**src/rtl/control_filtro_pa5000_contador_ovr.sv**
```systemverilog
// Saturating overrun counter with sticky flag; clear takes priority over a new overrun.
module contador_ovr #(
    parameter int W = 8
) (
    input  logic         clk,
    input  logic         reset,
    input  logic         clr,
    input  logic         inc,
    output logic         flag,
    output logic [W-1:0] cnt
);

    // NOTE: sequential state is always assigned with <= so every flop samples pre-edge values.
    always_ff @(posedge clk or posedge reset) begin
        if (reset) begin
            flag <= 1'b0;
            cnt  <= '0;
        end else if (clr) begin
            flag <= 1'b0;
            cnt  <= '0;
        end else if (inc) begin
            flag <= 1'b1;
            if (cnt != '1)
                cnt <= cnt + 1'b1;
        end
    end

endmodule

```
**config.mk**
```make
export PLATFORM = sky130hd
export DESIGN_NAME = contador_ovr
export DESIGN_NICKNAME = d
export VERILOG_FILES = /design/src/rtl/control_filtro_pa5000_contador_ovr.sv
export SDC_FILE = /design/constraint.sdc
export NUM_CORES = 1
export LEC_CHECK = 0
export ABC_CLOCK_PERIOD_IN_PS = 1400
export CORE_AREA = 2 2 39 41
export CTS_CLUSTER_SIZE = 8
export DETAILED_ROUTE_END_ITERATION = 10
export DIE_AREA = 0 0 41 43
export GPL_TIMING_DRIVEN = 0
export SYNTH_ARGS = -nofsm -noshare
export SYNTH_HDL_FRONTEND = slang
export SYNTH_SLANG_ARGS = --single-unit
```
**constraint.sdc**
```tcl
create_clock -name clk -period 1.4 [get_ports clk]
set_input_delay 0.28 -clock clk [delete_from_list [all_inputs] [get_ports clk]]
set_output_delay 0.28 -clock clk [all_outputs]
set_load 0.02 [all_outputs]
```
======== Yosys cells after proc, flatten, opt, wreduce, memory -nomap -nowiden ========
Index checks and enable logic that the tools add are counted.
word-level totals
  logic and storage cells ................. 12
  input bits .............................. 4
  flip-flop bits (word level) ............. 9
  output and inout port bits .............. 9
operators by class
  equality and inequality tests ........... 1
  reductions and logical operators ........ 3
  $add $sub $neg .......................... 1
  muxes and demuxes ....................... 5
operator list
  kind                   number
  $mux W8                3
  $add A8 B1 Y8 const B  1
  $ne A8 B8 Y1 const B   1
  $reduce_bool A2 Y1     2
  $mux W1                2
  $reduce_and A2 Y1      1

======== Longest topological paths before layout ========
Gate-level depths: netlist of run 1.
  depth after elaboration ................. 4
  depth in mapped cells ................... 4
  depth with buffers taken out ............ 4

======== Worst setup path before layout of run 1 ========
No wires, ideal clock.
  path type ............................... register to register
  start point ............................. register cnt[0]
  end point ............................... register cnt[0]
  path buffers ............................ 0
  period minus slack after synthesis ...... 1.519 ns
  setup time .............................. 0.125 ns
  stages on the path, launching flop included .. 5
  arrival ................................. 1.394 ns
  required time ........................... 1.275 ns
  setup slack ............................. -0.119 ns
  path through ............................ dfrtp_1 -> ha_1 -> nand3_1 -> o21a_1 -> mux2_4
on the way
  cells in the longest elaborated chain, start to end .. 4
  elaborated cells on any way between the ends .. 7
  those cells by class .................... add/sub (1); eq/ne (1); mux (3); reduce/logical (2)
RTL lines
  what                      RTL line  RTL
  start: declaration        10        output logic [W-1:0] cnt
  start signal: assignment  24        cnt <= cnt + 1'b1;
  $add A8 B1 Y8             24
  $mux W8                   23        if (cnt != '1)
  $mux W8                   21        end else if (inc) begin
  $mux W8                   18        end else if (clr) begin
Several ways; a longest one is shown, not always the timed one. The select of a mux whose other input is x is not followed.
A chain may end at the register's enable or synchronous reset.

======== Final worst setup path of run 1 ========
  start point ............................. register cnt[1]
  end point ............................... register cnt[0]
on the way
  cells in the longest elaborated chain, start to end .. 3
RTL lines
  what                                 RTL line
  $ne A8 B8 Y1                         23
  $reduce_bool A2 Y1 (no source line)  n/a
  $reduce_and A2 Y1 (no source line)   n/a
Every way passes these cells.

==> run_results.csv, run 1 <==
group,metric,value,unit
yosys,synth_most_common_cell,"dfrtp_1",
cts,cts.path.max_buffers,2,
layout,finalInstanceArea,683,µm²
power,ir_drop,0.000493,V
power,seqPwrFrac,49.8,%
yosys,synth_common_cells,"9 x dfrtp_1, 5 x nor2_1",
yosys,synth_fp_nets,48,
cts,clock_latency,260,ps
grt,grt_pass1_vias,365,
power,power_density,818,nW/µm²
cts,htree_num_levels,1,
yosys,ys_warn_count,0,
placement,dp_hpwl,689,µm
layout,fin_util,49.4,%
yosys,syn-instance-count,43,
detailed_routing,wire_per_inst,13.7,µm
yosys,synthesis.area,474,µm²
power,p_switching,144,µW
layout,fillCellCount,131,
timing,max_slew_margin,75.4,%
floorplanning,die_x,41,µm
timing,layout_setup_ws,47.2,ps
floorplanning,dieArea,1760,µm²
layout,drive_gt1_share,32.8,%
yosys,synth-main-ff-cell,"dfrtp_1",
detailed_routing,finalWirelength,1050,µm
flow_run,drv_cap,0,
layout,nets,67,
detailed_routing,ant_nets,0,
timing,worst_pin_slew,369,ps
placement,pre_cts_slack,-218,ps
critical_path,cp_data_arrival_time,1500,ps
yosys,seq_area_frac_synth,47.5,%
cts,cts_tree,"done",
yosys,synth_top_area_share,47.5,%
floorplanning,core_area,1380,µm²
cts,cts_made_buffers,3,
critical_path,r2r_cells,4,
power,p_int,416,µW
critical_path,path_class,"register to register",
power,pwr-share-comb,13.3,%
grt,grt_pass1_wl,1650,µm
floorplanning,die_h,43,µm
detailed_routing,vias,419,
detailed_routing,dr.pass1.iters,3,
min_path,min_path_type,"input pin to asynchronous set/reset pin",
cts,ctsHoldBuffers,0,
yosys,synth_seq_cells,9,
yosys,synth_async_sr_flop_share,100,%
timing,fin_tns_setup,0,ps
critical_path,r2r-start,"cnt[1]",
critical_path,setup.worst_path.start_class,"register",
grt,grt_start_max_net_pins,11,
timing,finalSetupViolations,0,
floorplanning,pin_count,13,
yosys,yosysTopAreaCell,"dfrtp_1",
grt,grt_usage,14.6,%
power,p_leak,0.320,nW
critical_path,critPathLaunch,"cnt[1]",
cts,cts_sinks,9,
placement,io_buffer_count,12,
timing,fmax,739,MHz
placement,gp_congestion,0.651,
yosys,synth_cell_type_count,27,
run_status,run_status,"finished clean",
detailed_routing,vias_per_cell,5.44,
timing,rsz0062_at_grt,"false",
timing,finalHoldViolCount,0,
timing,skew,5.23,ps
detailed_routing,drtIter0Drc,6,
critical_path,worstSetupEndpointType,"register",
floorplanning,initial_core_util,34.3,%
cts,clk_pin_slew_worst_paths,60,ps
power,swShare,25.7,%
yosys,synth_edf_count,0,
floorplanning,placementRows,14,
placement,place_area,629,µm²
timing,fin_crit,1350,ps
grt,antenna_found_initial,0,
grt,grt_overflow_total,0,
critical_path,critPathMaxFanout,5,
yosys,synthTopCellsByArea,"dfrtp_1 47%, nor2_1 4.0%, a211oi_1 3.2%",
critical_path,cp.required,1550,ps
layout,area_delta_synth_final,44.1,%
power,power_frac_clock,36.8,%
cts,root_buffer,"clkbuf_4",
timing,final_max_slew_viol_count,0,
yosys,avgSynthCellArea,11.0,µm²
timing,period_share,96.6,%
detailed_routing,drc,0,
timing,whs,279,ps
layout,n_antenna_cell,0,
==> final timing paths <==
check	to	slack [ps]
worst max-delay path	cnt[0]	50
worst min-delay path	cnt[7]	280
worst max register to register	cnt[0]	50
worst min register to register	flag	500
max in group asynchronous	cnt[0]	830
min in group clk	flag	430
==> per-stage QoR <==
stage / std cells / power (mW)
2_1_floorplan: 43 / 0.323
3_3_place_gp: 71 / 0.357
3_5_place_dp: 71 / 0.357
4_1_cts: 76 / 0.566
5_1_grt: 77 / 0.595
6_report: 77 / 0.559
==> kinds of logic (layout without fill, tap and decap cells) <==
group	count (synthesis)	after routing	synth area share, %
compound gates	9	9	13.7
fa+ha+maj	1	1	2.64
buf+inv	2	20	2.37
flops	9	9	47.5
mux	3	3	7.65
simple gates	19	19	26.1
==> critical path, stage by stage, from the launching register on <==
cell     delay [ps]
dfrtp_2         410
ha_4            160
nand3_2         100
o21a_2          260
mux2_4          290
==> cells in the final DEF, fill, tap and decap left out, drive strengths merged <==
master         count
a211oi             2
a21oi              2
a311oi             1
a31oi              1
a41oi              1
and2b              1
and3               1
and4               3
and4b              1
buf                3
clkbuf             4
clkdlybuf4s15      1
clkdlybuf4s50      2
dfrtp              9
dlygate4sd2        8
dlymetal6s2s       1
ha                 1
inv                1
mux2               2
mux2i              1
nand2b             2
nand3              1
nand4              2
nor2               5
nor2b              1
nor3               1
nor3b              1
o2111ai            1
o21a               1
==> per-layer routing <==
layer  up-vias  part of all wire [%]  global-route usage (%)
met5         -                     0                       0
met4         0                   1.0                    10.0
met3         2                   4.9                    7.85
met2        10                    45                    16.6
met1       206                    49                    20.3
li1        201                     -                       -
==> registers in the layout, summed over array words and instances, names as in the netlist <==
register  flops
cnt           8
flag          1
==> power by group through the flow <==
stage	clock, mW	sequential [mW]	combinational [mW]
2_1_floorplan	0	0.293	0.0303
3_3_place_gp	0	0.285	0.0725
3_5_place_dp	0	0.285	0.0724
4_1_cts	0.214	0.278	0.0732
5_1_grt	0.233	0.280	0.0822
6_report	0.206	0.279	0.0746
==> area by class of cell <==
type / count / area, µm² / area share, %
timing repair buffer: 14 / 128 / 18.7
sequential: 9 / 230 / 33.7
multi-input combinational: 32 / 268 / 39.2
clock buffer: 4 / 26.3 / 3.85
inverter: 1 / 3.75 / 0.549
buffer: 1 / 7.51 / 1.10
tap: 16 / 20.0 / 2.93
==> repair_timing <==
action | in CTS | in global routing
resized for setup | 11 | 6
buffers inserted | 1 | 1
hold endpoints to repair | 0 | 0
setup endpoints to repair | 11 | 5
pin swaps | 0 | 2
Note: power is estimated with default switching activity, not from simulation.
==> run 2, diff against run 1 <==
==> constraint.sdc (replaced) <==
create_clock -name clk -period 1.4 [get_ports clk]
set_input_delay 0.28 -clock clk [delete_from_list [all_inputs] [get_ports clk]]
set_output_delay 0.28 -clock clk [all_outputs]
set_load 0.1 [all_outputs]
==> run_results.csv, run 2 (synthesis gave the netlist of run 1 again) <==
group,metric,value,unit
placement,gp_congestion,0.664,
placement,pre_cts_slack,-460,ps
critical_path,critPathMaxFanout,5,
critical_path,setup.worst_path.start_class,"register",
critical_path,cp_slowest_cell,"dfrtp_4",
run_status,run_status,"finished clean",
floorplanning,die_h,43,µm
floorplanning,pin_count,13,
cts,htree_num_levels,1,
cts,cts_tree,"done",
grt,grt_pass1_wl,1860,µm
timing,final_max_slew_viol_count,0,
power,ir_drop,0.000411,V
detailed_routing,ant_nets,0,
layout,regMostFlops,"cnt",
flow_run,drv_cap,0,
power,p_leak,0.281,nW
timing,skew,4.97,ps
timing,worst_pin_slew,488,ps
layout,area_delta_synth_final,42.2,%
timing,period_share,98.8,%
floorplanning,dieArea,1760,µm²
layout,final_cell_mix,"8 x buf_4, 6 x dfrtp_4, 5 x nor2_1, 4 x clkbuf_4, 3 x clkdlybuf4s50_1",
floorplanning,die_x,41,µm
layout,reg.largest.list,"cnt: 8 flops, flag: 1 flops",
layout,drive_gt1_share,53.3,%
cts,root_buffer,"clkbuf_4",
cts,clock_latency,250,ps
floorplanning,placementRows,14,
critical_path,path_cells,"ha_4 > and4_2 > and4b_1 > a211oi_2",
layout,nets,66,
detailed_routing,vias,400,
detailed_routing,drc,0,
grt,grt_usage,15.4,%
min_path,min_path_type,"input pin to asynchronous set/reset pin",
timing,finalSetupViolations,0,
cts,cts_made_buffers,3,
grt,grt_overflow_total,0,
placement,io_buffer_count,12,
grt,grt_start_max_net_pins,11,
detailed_routing,finalWirelength,1040,µm
timing,fin_crit,1380,ps
floorplanning,initial_core_util,34.3,%
detailed_routing,drtIter0Drc,4,
layout,largest_reg_flops,8,
floorplanning,core_area,1380,µm²
power,power_density,892,nW/µm²
timing,fmax,723,MHz
timing,finalHoldViolCount,0,
placement,dp_hpwl,698,µm
timing,rsz0062_at_grt,"true",
critical_path,r2r-start,"cnt[0]",
critical_path,critPathLaunch,"cnt[0]",
timing,layout_setup_ws,17.4,ps
critical_path,worstSetupEndpointType,"register",
cts,clk_pin_slew_worst_paths,60,ps
detailed_routing,wire_per_inst,13.6,µm
timing,max_slew_margin,67.7,%
critical_path,cp_data_arrival_time,1550,ps
layout,fillCellCount,142,
cts,cts_sinks,9,
layout,finalInstanceArea,674,µm²
layout,n_antenna_cell,0,
critical_path,slowest_delay,510,ps
grt,antenna_found_initial,0,
layout,fin_util,48.7,%
detailed_routing,vias_per_cell,5.26,
critical_path,cp.required,1570,ps
detailed_routing,dr.pass1.iters,4,
placement,place_area,657,µm²
cts,cts.path.max_buffers,2,
grt,grt_pass1_vias,410,
layout,layout_commonest_cell,"buf_4",
critical_path,path_class,"register to register",
==> run 2: power by group <==
group	switching [mW]	internal, mW
Sequential	0.0120	0.271
Clock	0.0886	0.110
Combinational	0.0838	0.0365
==> run 2: worst max-delay path, delay by kind of cell, from the launching register on <==
| family | cells | cell delay [ps] |
|---|---|---|
| compound gates | 1 | 170 |
| simple gates | 2 | 430 |
| fa+ha+maj | 1 | 180 |
| flops | 1 | 510 |
==> run 2: final cells by class <==
class / instances / area (µm²) / area share, %
well taps: 16 / 20.0 / 2.97
inverters: 1 / 3.75 / 0.557
repair buffers: 13 / 100 / 14.8
flip-flops and latches: 9 / 250 / 37.1
clock buffers: 4 / 26.3 / 3.90
plain buffers: 1 / 7.51 / 1.11
multi-input cells: 32 / 267 / 39.5
==> run 2: what timing repair did <==
action | in CTS | in global routing
hold buffers | 0 | 0
resized for setup | 52 | 3
setup buffers | 0 | 1
endpoints found under the setup margin | 10 | 6
==> run 2: worst paths after layout <==
path	end	slack, ps	depth (start not counted)
min in group clk	flag	490	2
max reg2reg	cnt[6]	20	4
max	cnt[6]	20	4
max in group asynchronous	cnt[5]	810	2
min reg2reg	flag	490	2
min	cnt[1]	290	2
==> run 2: per-stage QoR <==
stage                     total power [mW]  std cells  setup TNS, ps  hold slack, ps
final                                0.602         76              0             286
after global routing                 0.635         76           -114             327
after CTS                            0.606         75              0             295
after detailed placement             0.408         71          -4560             492
after global placement               0.408         71          -4520             481
after floorplan                      0.373         43           -663             108
==> run 2: metal layers <==
metal | routed length (µm) | GRT usage [%] | part of all wire (%)
met2 | 481 | 20.0 | 46
met3 | 37 | 3.14 | 3.6
met1 | 516 | 23.9 | 50
met5 | 0 | 0 | 0
met4 | 0 | 6.00 | 0
==> run 3, diff against run 2 <==
--- a/config.mk
+++ b/config.mk
@@ -7,7 +7,7 @@
 export LEC_CHECK = 0
 export ABC_CLOCK_PERIOD_IN_PS = 1400
 export CORE_AREA = 2 2 39 41
-export CTS_CLUSTER_SIZE = 8
+export CTS_CLUSTER_SIZE = 30
 export DETAILED_ROUTE_END_ITERATION = 10
 export DIE_AREA = 0 0 41 43
 export GPL_TIMING_DRIVEN = 0
==> results of run 3 <==
Final layout, timing and power as in run 2 (identical DEF).
